==> config.mk <==
export PLATFORM = sky130hd
export DESIGN_NAME = win_scan_accumulator
export DESIGN_NICKNAME = d
export VERILOG_FILES = /design/src/rtl/win_scan_accumulator.sv
export SDC_FILE = /design/constraint.sdc
export NUM_CORES = 1
export LEC_CHECK = 0
export ABC_AREA = 1
export CORE_MARGIN = 2
export CORE_UTILIZATION = 35
export CTS_CLUSTER_DIAMETER = 200
export DETAILED_ROUTE_END_ITERATION = 10
export PLACE_DENSITY_LB_ADDON = 0.1
export SYNTH_ARGS = -nofsm -noshare
export SYNTH_HDL_FRONTEND = slang
export SYNTH_SLANG_ARGS = --single-unit
==> constraint.sdc <==
create_clock -name clk -period 2.9 [get_ports clk]
set_input_delay 0.435 -clock clk [delete_from_list [all_inputs] [get_ports clk]]
set_output_delay 0.435 -clock clk [all_outputs]
set_load 0.05 [all_outputs]
==> src/rtl/win_scan_accumulator.sv <==
// Streams packed check-answer words for one board scan and reports the winning colour and the first winning word.
// Optional WIN_TIE_DETECT_EN: a scan that sees both colours reports winner = 11 instead of giving colour A priority.
module win_scan_accumulator #(
    parameter int N_CASES = 12,
    parameter int N_WORDS = 60,
    parameter int IDX_W   = 6
) (
    input  logic                 clk,
    input  logic                 reset,
    input  logic                 start,
    input  logic                 in_valid,
    output logic                 in_ready,
    input  logic [2*N_CASES-1:0] check_ans,
    output logic                 busy,
    output logic                 done,
    output logic [1:0]           winner,
    output logic [IDX_W-1:0]     win_index
);

    typedef enum logic [1:0] {
        IDLE,
        SCAN,
        DONE
    } state_t;

    state_t           state;
    logic [IDX_W-1:0] cnt;
    logic             saw_a;
    logic             saw_b;
    logic             hit;

    logic any_a;
    logic any_b;
    logic accept;
    logic last_word;
    logic saw_a_next;
    logic saw_b_next;
    logic [1:0] winner_next;

    // Fields 00 and 11 carry no win and are ignored.
    always_comb begin
        any_a = 1'b0;
        any_b = 1'b0;
        for (int i = 0; i < N_CASES; i++) begin
            if (check_ans[2*i +: 2] == 2'b01) any_a = 1'b1;
            if (check_ans[2*i +: 2] == 2'b10) any_b = 1'b1;
        end
    end

    assign accept     = in_valid && in_ready;
    assign last_word  = (cnt == IDX_W'(N_WORDS - 1));
    assign saw_a_next = saw_a | any_a;
    assign saw_b_next = saw_b | any_b;

    always_comb begin
        winner_next = 2'b00;
`ifdef WIN_TIE_DETECT_EN
        if (saw_a_next && saw_b_next) winner_next = 2'b11;
        else if (saw_a_next)          winner_next = 2'b01;
        else if (saw_b_next)          winner_next = 2'b10;
`else
        if (saw_a_next)               winner_next = 2'b01;
        else if (saw_b_next)          winner_next = 2'b10;
`endif
    end

    always_ff @(posedge clk) begin
        if (reset) begin
            state     <= IDLE;
            in_ready  <= 1'b0;
            busy      <= 1'b0;
            done      <= 1'b0;
            winner    <= 2'b00;
            win_index <= '0;
            cnt       <= '0;
            saw_a     <= 1'b0;
            saw_b     <= 1'b0;
            hit       <= 1'b0;
        end else begin
            case (state)
                IDLE: begin
                    done <= 1'b0;
                    if (start) begin
                        state     <= SCAN;
                        in_ready  <= 1'b1;
                        busy      <= 1'b1;
                        cnt       <= '0;
                        saw_a     <= 1'b0;
                        saw_b     <= 1'b0;
                        hit       <= 1'b0;
                        winner    <= 2'b00;
                        win_index <= '0;
                    end
                end
                SCAN: begin
                    if (accept) begin
                        saw_a <= saw_a_next;
                        saw_b <= saw_b_next;
                        cnt   <= cnt + IDX_W'(1);
                        if (!hit && (any_a || any_b)) begin
                            win_index <= cnt;
                            hit       <= 1'b1;
                        end
                        // The final word closes the scan and latches the result in the same edge.
                        if (last_word) begin
                            state    <= DONE;
                            in_ready <= 1'b0;
                            busy     <= 1'b0;
                            done     <= 1'b1;
                            winner   <= winner_next;
                        end
                    end
                end
                DONE: begin
                    done  <= 1'b0;
                    state <= IDLE;
                end
                default: begin
                    state    <= IDLE;
                    in_ready <= 1'b0;
                    busy     <= 1'b0;
                    done     <= 1'b0;
                end
            endcase
        end
    end

endmodule

## Word level (Yosys, flattened, before mapping)

Cells that the tools add are included.

| storage, ports and cells | value |
|---|---|
| register bits after elaboration | 21 |
| bits of input ports | 28 |

| operators by class | value |
|---|---|
| bitwise gates (word level) | 4 |
| muxes and demuxes | 52 |
| add/sub/neg operators | 1 |
| reduce and logical (&&, ||, !) cells | 13 |
| eq/ne operators | 31 |

Operators by type and width:

| cell | count |
|---|---|
| 2-to-1 mux 1 bit | 32 |
| equality test 2 x 1 -> 1 bit (second input constant) | 13 |
| equality test 2 bit (second input constant) | 13 |
| 2-to-1 mux 6 bit | 4 |
| case mux 6 bit (2 select lines) | 2 |
| 2-to-1 mux 2 bit | 8 |
| AND reduction 4 bit | 3 |
| inequality test 2 bit (second input constant) | 4 |
| case mux 2 bit (2 select lines) | 2 |
| adder 6 x 1 -> 6 bit (second input constant) | 1 |
| equality test 6 bit (second input constant) | 1 |
| case mux 1 bit (2 select lines) | 3 |
| AND reduction 3 bit | 2 |
| case mux 1 bit (3 select lines) | 1 |
| logical AND 1 bit | 2 |
| logical NOT 2 bit | 1 |
| inverter 1 bit | 2 |
| OR 1 bit | 2 |
| AND reduction 2 bit | 1 |
| nonzero test 2 bit | 1 |
| OR reduction 2 bit | 1 |
| logical NOT 1 bit | 1 |
| logical OR 1 bit | 1 |

## Longest topological paths before layout

| logic depth | value |
|---|---|
| depth after elaboration | 19 |
| gate-level depth with buffers | 13 |
| gate-level depth less buffers | 13 |

## Least setup slack after synthesis

No wires, ideal clock.

| path | value |
|---|---|
| kind | register -> register |
| from | register, netlist name busy |
| to | register winner[1] |
| period minus slack after synthesis | 1.515 ns |
| path buffers | 0 |
| cell stages (with the launch flop) | 9 |
| data required time | 2.829 ns |
| arrival | 1.444 ns |
| slack | 1.385 ns |
| path through | dfxtp_1 -> nand2_1 -> inv_1 -> nand4_1 -> nand2_1 -> nand3_2 -> inv_2 -> nand4_1 -> a21oi_1 |

RTL lines:

| what | line | source |
|---|---|---|
| end signal: assignment | 110 | `winner <= winner_next;` |
| end: declaration | 16 | `output logic [1:0] winner,` |

## Worst setup path in the final report

| path | value |
|---|---|
| from | register busy |
| to | output port busy |

RTL lines:

| what | line | source |
|---|---|---|
| start: declaration | 14 | `output logic busy,` |
| start signal: assignment | 71 | `busy <= 1'b0;` |
| start signal: assignment | 86 | `busy <= 1'b1;` |
| start signal: assignment | 108 | `busy <= 1'b0;` |

No word-level cell between the ends.

==> impl_metrics.toml <==
[critical_path]
reg2reg_depth = 7
reg2reg_from = "cnt[1]"
start_kind = "flop"
cp-endpoint = "busy"
arrival_ns = 1.51
crit_chain = "clkdlybuf4s50_1"
rrSetupSlack_ns = 1.47
cpPeakStageDelay_ns = 0.82
worstReg2RegEnd = "winner[1]"
crit_slowest_cell = "clkdlybuf4s50_1"
critPathLaunch = "busy"
cp_num_cells = 1
cp_num_buf_inv = 1
setup.worst_path.end_class = "output pin"
crit_required_ns = 2.47
crit_fanout = 4
path_class = "flop to output pin"
path_delay_family = "buffers and inverters"

[power_and_ir_drop]
power_mw = 0.634
internal_power_mw = 0.434
switching_power_mw = 0.200
combPwrFrac_pct = 29.2
pwr-share-clk_pct = 22.3
switching_share_pct = 31.5
ir_drop_uv = 186
p_leak_nw = 0.807
seq_power_share_pct = 48.5
powerDensity_nw_per_um2 = 372

[route]
wl_per_cell_um = 8.85
vias_per_cell = 4.23
dr.pass1.iters = 5
drc_errors = 0
wl_um = 2520
vias = 1205
ant_nets = 0
drtIter0Drc = 35

[final_layout]
multi_input_area_um2 = 648
ff_latch_area_um2 = 420
post-route-util_pct = 50.3
fill_cells = 355
n_antenna_cell = 0
layout_commonest_cell = "nand2_1"
mostFrequentLayoutCells = "62 x nand2_1, 38 x clkdlybuf4s50_1, 37 x inv_1"
stdcell_area_um2 = 1700
layout-drive-gt1-share_pct = 10.9
final_nets = 269
area_growth_pct = 36.2

[grt]
grt_max_degree = 12
grt_pass1_wl_um = 4570
grt_pass1_vias = 1095
antenna_found_initial = 0
grtUsageTotal_pct = 14.0
grt_overflow = 0

[clocking]
clock_sinks = 21
htree_levels = 1
root_buffer = "clkbuf_4"
clk_latency_ns = 0.30
postCtsSetupRepairBufs = 0
cts_tree = "yes"
cts_buffers = 3
cts_resized = 0
cts_buffer_depth = 2
cts.clk_slew.worst_paths_ns = 0.11
cts_hold_buf = 0

[yosys]
synth_warnings = 0
syn_area_per_cell_um2 = 6.29
synth_seq_cells = 21
synthesis.nets = 228
syn_inst = 199
seq_area_frac_synth_pct = 33.6
syn-cell-area_um2 = 1250
ys_types = 28

[timing]
drv_slew = 0
maxSlewHeadroom_pct = 66.7
clock_skew_ns = 0.00247
worst_pin_slew_ns = 0.498
min_period_over_period_pct = 67.0
hold_viol_final = 0
tns_ns = 0
whs_ns = 0.457
rsz0062_at_grt = "no"
setup_violations = 0
min_period_ns = 1.94
fmax_mhz = 514

[die]
rows = 21
die_height_um = 63.8
core_area_um2 = 3390
chipWidth_um = 63.8
die-area_um2 = 4070
ioPinCount = 39
start_util_pct = 36.9

[placed_design]
place.port_buffers = 38
place_area_um2 = 1680
gp_congestion = 0.779
hpwl_um = 2080

[status]
status = "completed"

[worst_hold_path]
worst_hold_path.num_cells = 2
hp-class = "flop to flop"
hp-start = "hit"

[flow_run]
drv_cap = 0
kinds of logic (layout without fill, tap and decap cells):
kind of cell	count (synthesis)	count (layout)	synth area share (%)
compound gates	20	20	8.90
fa+ha+maj	1	1	1.00
buf+inv	47	87	14.6
flops	21	21	33.6
simple gates	110	110	41.9
flip-flops by register name, indices dropped and copies added (netlist names):
signal and count:
saw_a 1, win_index 6, hit 1, winner 2, done 1, cnt 6, saw_b 1, busy 1
state 2
Yosys cell counts:
master / n / area, um2
clkinv_1: 1 / 3.75
clkbuf_1: 1 / 3.75
nand2_2: 3 / 18.8
nor2_1: 23 / 86.3
nor3b_2: 1 / 12.5
inv_1: 37 / 139
nand2_8: 1 / 20.0
o21ai_1: 2 / 10.0
nor3b_1: 1 / 7.51
a211oi_1: 2 / 15.0
o21bai_1: 1 / 7.51
nand3_1: 4 / 20.0
nor3_1: 2 / 10.0
o21ai_0: 1 / 5.00
nand3_2: 2 / 20.0
a21oi_1: 13 / 65.1
nand2_4: 4 / 45.0
inv_4: 1 / 6.26
nor2_4: 1 / 11.3
o21ai_2: 1 / 8.76
buf_4: 1 / 7.51
nand4_1: 3 / 18.8
dfxtp_1: 21 / 420
nand2_1: 62 / 233
ha_1: 1 / 12.5
or2_4: 1 / 8.76
nor2_2: 2 / 12.5
inv_2: 6 / 22.5
metrics by stage:
step                      cells  setup slack [ns]
after floorplan             199              1.39
after global placement      281             0.930
after detailed placement    281             0.920
after CTS                   285             0.932
after global routing        285             0.887
final                       285             0.956
power groups by stage:
stage | logic, mW | registers (mW) | clock network (mW)
2_1_floorplan | 0.0910 | 0.339 | 0
3_3_place_gp | 0.187 | 0.314 | 0
3_5_place_dp | 0.187 | 0.314 | 0
4_1_cts | 0.187 | 0.307 | 0.151
5_1_grt | 0.206 | 0.309 | 0.159
6_report | 0.185 | 0.307 | 0.141
how the worst min path moves through the flow:
stage and end:
6_report hit, 4_1_cts hit, 3_3_place_gp hit, 2_1_floorplan hit
3_5_place_dp hit, 5_1_grt hit
final cells by class:
class	instances	share of cell area, %
Multi-Input combinational cell	131	38.0
Clock buffer	4	1.54
Tap cell	46	3.38
Timing Repair Buffer	38	22.3
Inverter	45	10.1
Sequential cell	21	24.7
layer usage:
| metal | global-route usage, % | share of wire [%] | vias up |
|---|---|---|---|
| li1 | - | - | 674 |
| met1 | 19.2 | 51 | 510 |
| met2 | 22.3 | 45 | 19 |
| met3 | 3.70 | 3.6 | 2 |
| met4 | 2.45 | 0.71 | 0 |
| met5 | 0 | 0 | - |
Note: power is estimated with default switching activity, not from simulation.
